===== src/rtl/xgmii_tx_framer.sv =====
// xgmii_tx_framer: wraps MAC frame words in XGMII start/preamble, CRC-32 FCS, terminate and inter-packet gap
module xgmii_tx_framer #(
  parameter int IPG_WORDS = 1
) (
  input  logic        clk,
  input  logic        i_rst_n,
  input  logic        i_valid,
  input  logic [63:0] i_data,
  input  logic        i_last,
  input  logic [2:0]  i_last_bytes,
  output logic        o_ready,
  output logic [63:0] o_txd,
  output logic [7:0]  o_txc,
  output logic        o_frame_done,
  output logic        o_underrun
);
  localparam logic [63:0] IDLE_W  = 64'h0707070707070707;
  localparam logic [63:0] START_W = 64'hD5555555555555FB;
  localparam logic [63:0] ERR_W   = 64'hFEFEFEFEFEFEFEFE;
  typedef enum logic [1:0] {IDLE, DATA, TAIL, IPG} state_t;
  state_t state, state_d;
  logic [31:0] crc, crc_d, crc_upd, fcs, fcs_q;
  logic [3:0] n, n_q, cnt;
  logic [71:0] last_w, tail_w;
  logic [63:0] txd_d;
  logic [7:0] txc_d;
  logic done_d, und_d;
  function automatic logic [31:0] crc_bytes(input logic [31:0] c, input logic [63:0] d, input int nb);
    logic [31:0] r;
    r = c;
    for (int k = 0; k < 8; k++)
      if (k < nb) begin
        r = r ^ {24'h0, d[8*k+:8]};
        for (int b = 0; b < 8; b++) r = r[0] ? (r >> 1) ^ 32'hEDB88320 : r >> 1;
      end
    return r;
  endfunction
  function automatic logic [71:0] build(input logic [63:0] d, input logic [31:0] f, input int nb, input int base);
    logic [71:0] w;
    w = '0;
    for (int k = 0; k < 8; k++) begin
      int v;
      v = k + base;
      if (v < nb) w[8*k+:8] = d[8*k+:8];
      else if (v < nb + 4) w[8*k+:8] = f[8*(v-nb)+:8];
      else begin
        w[64+k] = 1'b1;
        w[8*k+:8] = (v == nb + 4) ? 8'hFD : 8'h07;
      end
    end
    return w;
  endfunction
  assign n = (!i_last || i_last_bytes == 3'd0) ? 4'd8 : {1'b0, i_last_bytes};
  assign crc_upd = crc_bytes(crc, i_data, int'(n));
  assign fcs = ~crc_upd;
  assign last_w = build(i_data, fcs, int'(n), 0);
  assign tail_w = build(64'h0, fcs_q, int'(n_q), 8);
  assign o_ready = state == DATA;
  always_ff @(posedge clk or negedge i_rst_n)
    if (!i_rst_n) begin
      state <= IDLE;
      crc <= '1;
      cnt <= '0;
      fcs_q <= '0;
      n_q <= '0;
      o_txd <= IDLE_W;
      o_txc <= '1;
      o_frame_done <= 1'b0;
      o_underrun <= 1'b0;
    end else begin
      state <= state_d;
      crc <= crc_d;
      cnt <= (state_d == IPG && state != IPG) ? 4'(IPG_WORDS - 1) : (state == IPG ? cnt - 4'd1 : cnt);
      if (state == DATA && i_valid && i_last) begin
        fcs_q <= fcs;
        n_q <= n;
      end
      o_txd <= txd_d;
      o_txc <= txc_d;
      o_frame_done <= done_d;
      o_underrun <= und_d;
    end
  always_comb begin
    state_d = state;
    case (state)
      IDLE: state_d = i_valid ? DATA : IDLE;
      DATA: state_d = !i_valid ? IPG : !i_last ? DATA : (n < 4'd4) ? IPG : TAIL;
      TAIL: state_d = IPG;
      IPG:  state_d = (cnt == 4'd0) ? IDLE : IPG;
    endcase
  end
  always_comb begin
    txd_d = IDLE_W;
    txc_d = 8'hFF;
    done_d = 1'b0;
    und_d = 1'b0;
    crc_d = crc;
    case (state)
      IDLE: if (i_valid) begin
        txd_d = START_W;
        txc_d = 8'h01;
      end
      DATA: if (!i_valid) begin
        txd_d = ERR_W;
        und_d = 1'b1;
        crc_d = '1;
      end else if (!i_last) begin
        txd_d = i_data;
        txc_d = 8'h00;
        crc_d = crc_upd;
      end else begin
        {txc_d, txd_d} = last_w;
        done_d = n < 4'd4;
        crc_d = '1;
      end
      TAIL: begin
        {txc_d, txd_d} = tail_w;
        done_d = 1'b1;
      end
      default: ;
    endcase
  end
endmodule


===== config.mk =====
export PLATFORM = sky130hd
export DESIGN_NAME = xgmii_tx_framer
export DESIGN_NICKNAME = d
export VERILOG_FILES = /design/src/rtl/xgmii_tx_framer.sv
export SDC_FILE = /design/constraint.sdc
export NUM_CORES = 1
export LEC_CHECK = 0
export CORE_UTILIZATION = 62
export DETAILED_ROUTE_END_ITERATION = 10
export PLACE_DENSITY_LB_ADDON = 0.3
export SETUP_SLACK_MARGIN = 0.02
export SYNTH_ARGS = -nofsm -noshare
export SYNTH_HDL_FRONTEND = slang
export SYNTH_SLANG_ARGS = --single-unit

===== constraint.sdc =====
create_clock -name clk -period 11.3 [get_ports clk]
set_input_delay 3.39 -clock clk [delete_from_list [all_inputs] [get_ports clk]]
set_output_delay 3.39 -clock clk [all_outputs]
set_load 0.02 [all_outputs]

==> key figures, run 1 <==
Synth
  • Area of the mapped netlist: 21070 um^2
  • Simple-gate share of the synthesized area: 0.1326
  • Post-synth cell types: 113
  • XOR/XNOR Fraction of Synth Area: 0.3223
  • Register area share after synthesis: 0.1796
  • Synth cell count leaders: xnor2_1, nand2_1, a21oi_1
  • Number of flops mapped to enable cells by yosys: 0
  • Most common cell in the synthesized netlist: xnor2_1
  • Post-synthesis adder-cell area fraction: 0.01901
  • Post-Syn Nets: 2510
  • Yosys reg bits: 148
  • Share of the synthesized area in the top cell type: 0.1289
  • Fraction of registers with async set/reset: 1.000
  • Syn. warnings: 0
  • Synth Area in Compound Gates: 0.2173
  • Mean post-synth cell area: 8.752 um^2
  • Cell count after synthesis: 2407
  • Top FF cell, synth: dfrtp_1
  • Post-synthesis mux area share: 0.09028
  • Largest family of logic cells by synthesized area: XOR/XNOR gates
  • Synth area leaders: xnor2_1, dfrtp_1, xnor3_1
  • Cell taking the most area after synthesis: xnor2_1

Floorplanning
  • DIE WIDTH: 186.3 um
  • I/O pins: 146
  • Rows: 67
  • Starting Density: 0.6298
  • Die height: 186.3 um

Placement
  • Dpl cells: 3487
  • Post-DP HPWL: 80.13 mm
  • Place WS: -2501 ps
  • Port Buffers: 145
  • GPL Wtd Cong: 1.273

Global routing
  • Total grt overflow: 1108
  • Vias in the first global route: 34294
  • Largest net degree at the start of global routing: 86
  • First-pass GRT wire length: 243.1 mm
  • GRT Total Usage: 0.9286

CTS
  • Cts bufs inserted: 17
  • CTS H-tree depth: 4
  • CTS sink cnt: 148
  • Clk root buf: clkbuf_16
  • CTS Hold Buffers Added: 0
  • Clk buf depth: 2

Run status
  • Outcome: did not finish
  • Halt Stage: 5_1_grt
  • Error: [ERROR GRT-0116] Global routing finished with congestion. Check the congestion regions in the DRC Viewer.
==> per-layer routing <==
metal,GRT usage,overflow
met1,0.8959,59
met2,1.056,620
met3,0.8245,79
met4,0.9793,333
met5,0.6168,17
==> what timing repair did <==
| action | CTS |
|---|---|
| buffers inserted | 129 |
| hold endpoints to repair | 0 |
| gates resized for setup | 365 |
| pin swaps | 123 |
| setup endpoints to repair | 128 |
==> metrics by stage <==
stage	hold slack (ps)	setup TNS [ps]	cell area, um^2	util
floorplan	461.9	-180820	21650	-
global placement	490.0	-160760	27820	0.8316
detailed placement	531.6	-217900	27820	0.8316
CTS	542.3	-41490	31090	0.9295
==> kinds of logic after synthesis <==
group,count (synthesis)
compound gates,694
simple gates,634
xor+xnor,570
mux,144
fa+ha+maj,32
flops,148
buf+inv,185
==> run 2, diff against run 1 <==
==> config.mk (replaced) <==
export PLATFORM = sky130hd
export DESIGN_NAME = xgmii_tx_framer
export DESIGN_NICKNAME = d
export VERILOG_FILES = /design/src/rtl/xgmii_tx_framer.sv
export SDC_FILE = /design/constraint.sdc
export NUM_CORES = 1
export LEC_CHECK = 0
export CORE_UTILIZATION = 40
export DETAILED_ROUTE_END_ITERATION = 10
export PLACE_DENSITY_LB_ADDON = 0.15
export SYNTH_ARGS = -nofsm -noshare
export SYNTH_HDL_FRONTEND = slang
export SYNTH_SLANG_ARGS = --single-unit
==> run 2 against run 1 <==
Net effect:
- the flow now finishes, with violations (setup timing)
- area after synthesis is the same
- synthesized cell count unchanged
==> key figures, run 2 <==
Run status
  • Outcome: finished with violations (was did not finish)
  • Violated checks: setup timing

Placement
  • Port Buffers: 145 (unchanged)
  • Dpl cells: 3798 (was 3487)
  • Area post-placement: 28670 um^2 (was 27820 um^2)
  • Post-DP HPWL: 90.68 mm (was 80.13 mm)
  • GPL Wtd Cong: 1.014 (was 1.273)

Global routing
  • Vias in the first global route: 23252
  • Total grt overflow: 0
  • Largest net degree at the start of global routing: 85
  • First-pass GRT wire length: 160.2 mm
  • Initial antenna violation count: 5
  • GRT Total Usage: 0.4168

Critical path
  • Most frequent cell on the critical path: buf_4
  • Worst setup EP type: register
  • Critical Path Max Stage Delay: 530 ps
  • Worst EP arrival: 12560 ps
  • CP max FO: 5
  • CP required: 11680 ps
  • Critical path class: in -> reg
  • Startpoint Class: primary input
  • Slowest CP cell: or4_4

STA
  • Max-slew violation count: 0
  • Achievable Freq: 82.10 MHz
  • Final setup viols: 122
  • Minimum clock period: 12180 ps
  • Crit share post-route: 1.078
  • Final setup skew: 17.94 ps
  • Setup TNS: -67270 ps
  • Slew @ Worst Pin: 1412 ps
  • Final hold violation count: 0
  • PnR worst setup slack: -880.6 ps
  • RSZ-0062 raised after global routing: true
  • Slew headroom: 0.05876

Floorplanning
  • DIE WIDTH: 231.5 um (was 186.3 um)
  • Rows: 83 (was 67)
  • I/O pins: 146 (unchanged)
  • Starting Density: 0.4073 (was 0.6298)
  • Core Box Area: 51720 um^2
  • Die height: 231.5 um (was 186.3 um)
  • Die area: 53590 um^2

Finish
  • Most common cell after layout, fill and taps aside: buf_4
  • Layout cell share with drive strength beyond 1: 0.4603
  • Diodes inserted: 0
  • Final instance area: 34330 um^2
  • Most frequent cells in the layout: buf_4, nand2_1, xnor2_1
  • Final #Nets: 3431
  • Top flop regs: o_txd (64), crc (32), fcs_q (32)
  • Filler instances: 4183
  • Biggest register: o_txd
  • Seq. cell area: 3785 um^2
  • Area of the multi-input gates: 19970 um^2
  • Layout area overhead: 62.98%
  • Final std cells w/o fill: 4021
  • Core Util, Final: 0.6639
  • Max reg flops: 64

Route
  • Via count: 23972
  • Drt first-iter violations: 2825
  • Total wire length: 115.4 mm
  • Drt wl/cell: 28.69 um
  • Drt drc: 0
  • DR pass1 iterations: 5
  • Vias per inst: 5.962
  • Post-DRT Antenna Nets: 0

Run
  • Maxcap violations: 0

Synth
  • Fraction of registers with async set/reset: 1.000 (unchanged)
  • Post-synth cell types: 113 (unchanged)
  • Area of the mapped netlist: 21070 um^2 (unchanged)
  • Share of the synthesized area in the top cell type: 0.1289 (unchanged)
  • Synth cell count leaders: xnor2_1, nand2_1, a21oi_1 (unchanged)
  • Post-Syn Nets: 2510 (unchanged)
  • Register area share after synthesis: 0.1796 (unchanged)
  • Number of flops mapped to enable cells by yosys: 0 (unchanged)
  • Mean post-synth cell area: 8.752 um^2 (unchanged)
  • Synth area leaders: xnor2_1, dfrtp_1, xnor3_1 (unchanged)
  • Top FF cell, synth: dfrtp_1 (unchanged)
  • Yosys reg bits: 148 (unchanged)
  • Cell count after synthesis: 2407 (unchanged)
  • Most common cell in the synthesized netlist: xnor2_1 (unchanged)
  • Cell taking the most area after synthesis: xnor2_1 (unchanged)
  • Syn. warnings: 0 (unchanged)

CTS
  • Worst skew pair latency: 460 ps
  • CTS H-tree depth: 4 (unchanged)
  • Clk buf depth: 2 (unchanged)
  • CTS tree: yes
  • Cts bufs inserted: 17 (unchanged)
  • Clock transition at path regs: 80 ps
  • Clk root buf: clkbuf_16 (unchanged)
  • CTS Hold Buffers Added: 0 (unchanged)
  • CTS sink cnt: 148 (unchanged)

Min path
  • Hold crit path type: reg -> reg
[run 2: cell counts after synthesis]
No cell type changed its count.
[run 2: layout make-up]
class,count,share of cell area
clock buffers,17,0.01239
clock inverters,15,0.005394
inverters,38,0.004191
multi-input cells,2074,0.5817
flip-flops and latches,148,0.1102
well taps,680,0.02478
repair buffers,1049,0.2613
[run 2: what timing repair did]
item / CTS / global route
endpoints found under the hold margin: 0 / 0
buffers inserted: 124 / 109
resized for setup: 388 / 327
pin swaps: 158 / 136
setup endpoints to repair: 128 / 127
gates cloned: 0 / 1
[run 2: layer usage]
| layer | share of wire | vias up | global-route usage |
|---|---|---|---|
| met5 | 0.00029 | - | 0 |
| met4 | 0.063 | 6 | 0.2115 |
| met3 | 0.10 | 310 | 0.09055 |
| met2 | 0.44 | 1439 | 0.6422 |
| met1 | 0.39 | 11747 | 0.5481 |
| li1 | - | 10470 | - |
[run 2: through the flow]
step                hold WS [ps]  setup slack, ps
detailed placement         490.4            -2526
global placement           492.4            -2476
global route               523.8            -1075
CTS                        500.7           -758.2
finish                     499.4           -880.6
floorplan                  461.9            -1940
[run 2: path summary, 6_finish.rpt]
kind / start / to / slack (ps) / cells past startpoint
min in group asynchronous: i_rst_n / o_txd[53]$_DFF_PN0_ / 2970 / 1
worst max-delay path: i_last / o_txd[50]$_DFF_PN1_ / -880 / 41
worst max register to register: crc[11]$_DFFE_PN1P_ / o_txd[50]$_DFF_PN1_ / 1660 / 38
worst min register to register: crc[14]$_DFFE_PN1P_ / crc[14]$_DFFE_PN1P_ / 500 / 2
worst min-delay path: crc[14]$_DFFE_PN1P_ / crc[14]$_DFFE_PN1P_ / 500 / 2
max in group asynchronous: i_rst_n / o_txd[59]$_DFF_PN0_ / 6970 / 2
[run 2: kinds of logic (layout without fill, tap and decap cells)]
family	Yosys count	after routing	share of synthesized area
AND/OR/NAND/NOR	634	634	0.1326
AO/OA/AOI/OAI	694	694	0.2173
multiplexers	144	144	0.09028
buffers and inverters	185	1119	0.03879
adder cells (fa/ha/maj)	32	32	0.01901
flip-flops	148	148	0.1796
XOR/XNOR	570	570	0.3223
[run 2: critical path: cells and delay by family]
kind / cells / cell delay (ps)
adder cells (fa/ha/maj): 2 / 310
AO/OA/AOI/OAI: 9 / 2110
multiplexers: 2 / 620
AND/OR/NAND/NOR: 6 / 1620
buffers and inverters: 11 / 1580
XOR/XNOR: 11 / 2880
Power of run 2 is left out: the tool's default activity adds up to more than one toggle a clock period on the data nets, which glitch-free logic cannot reach.
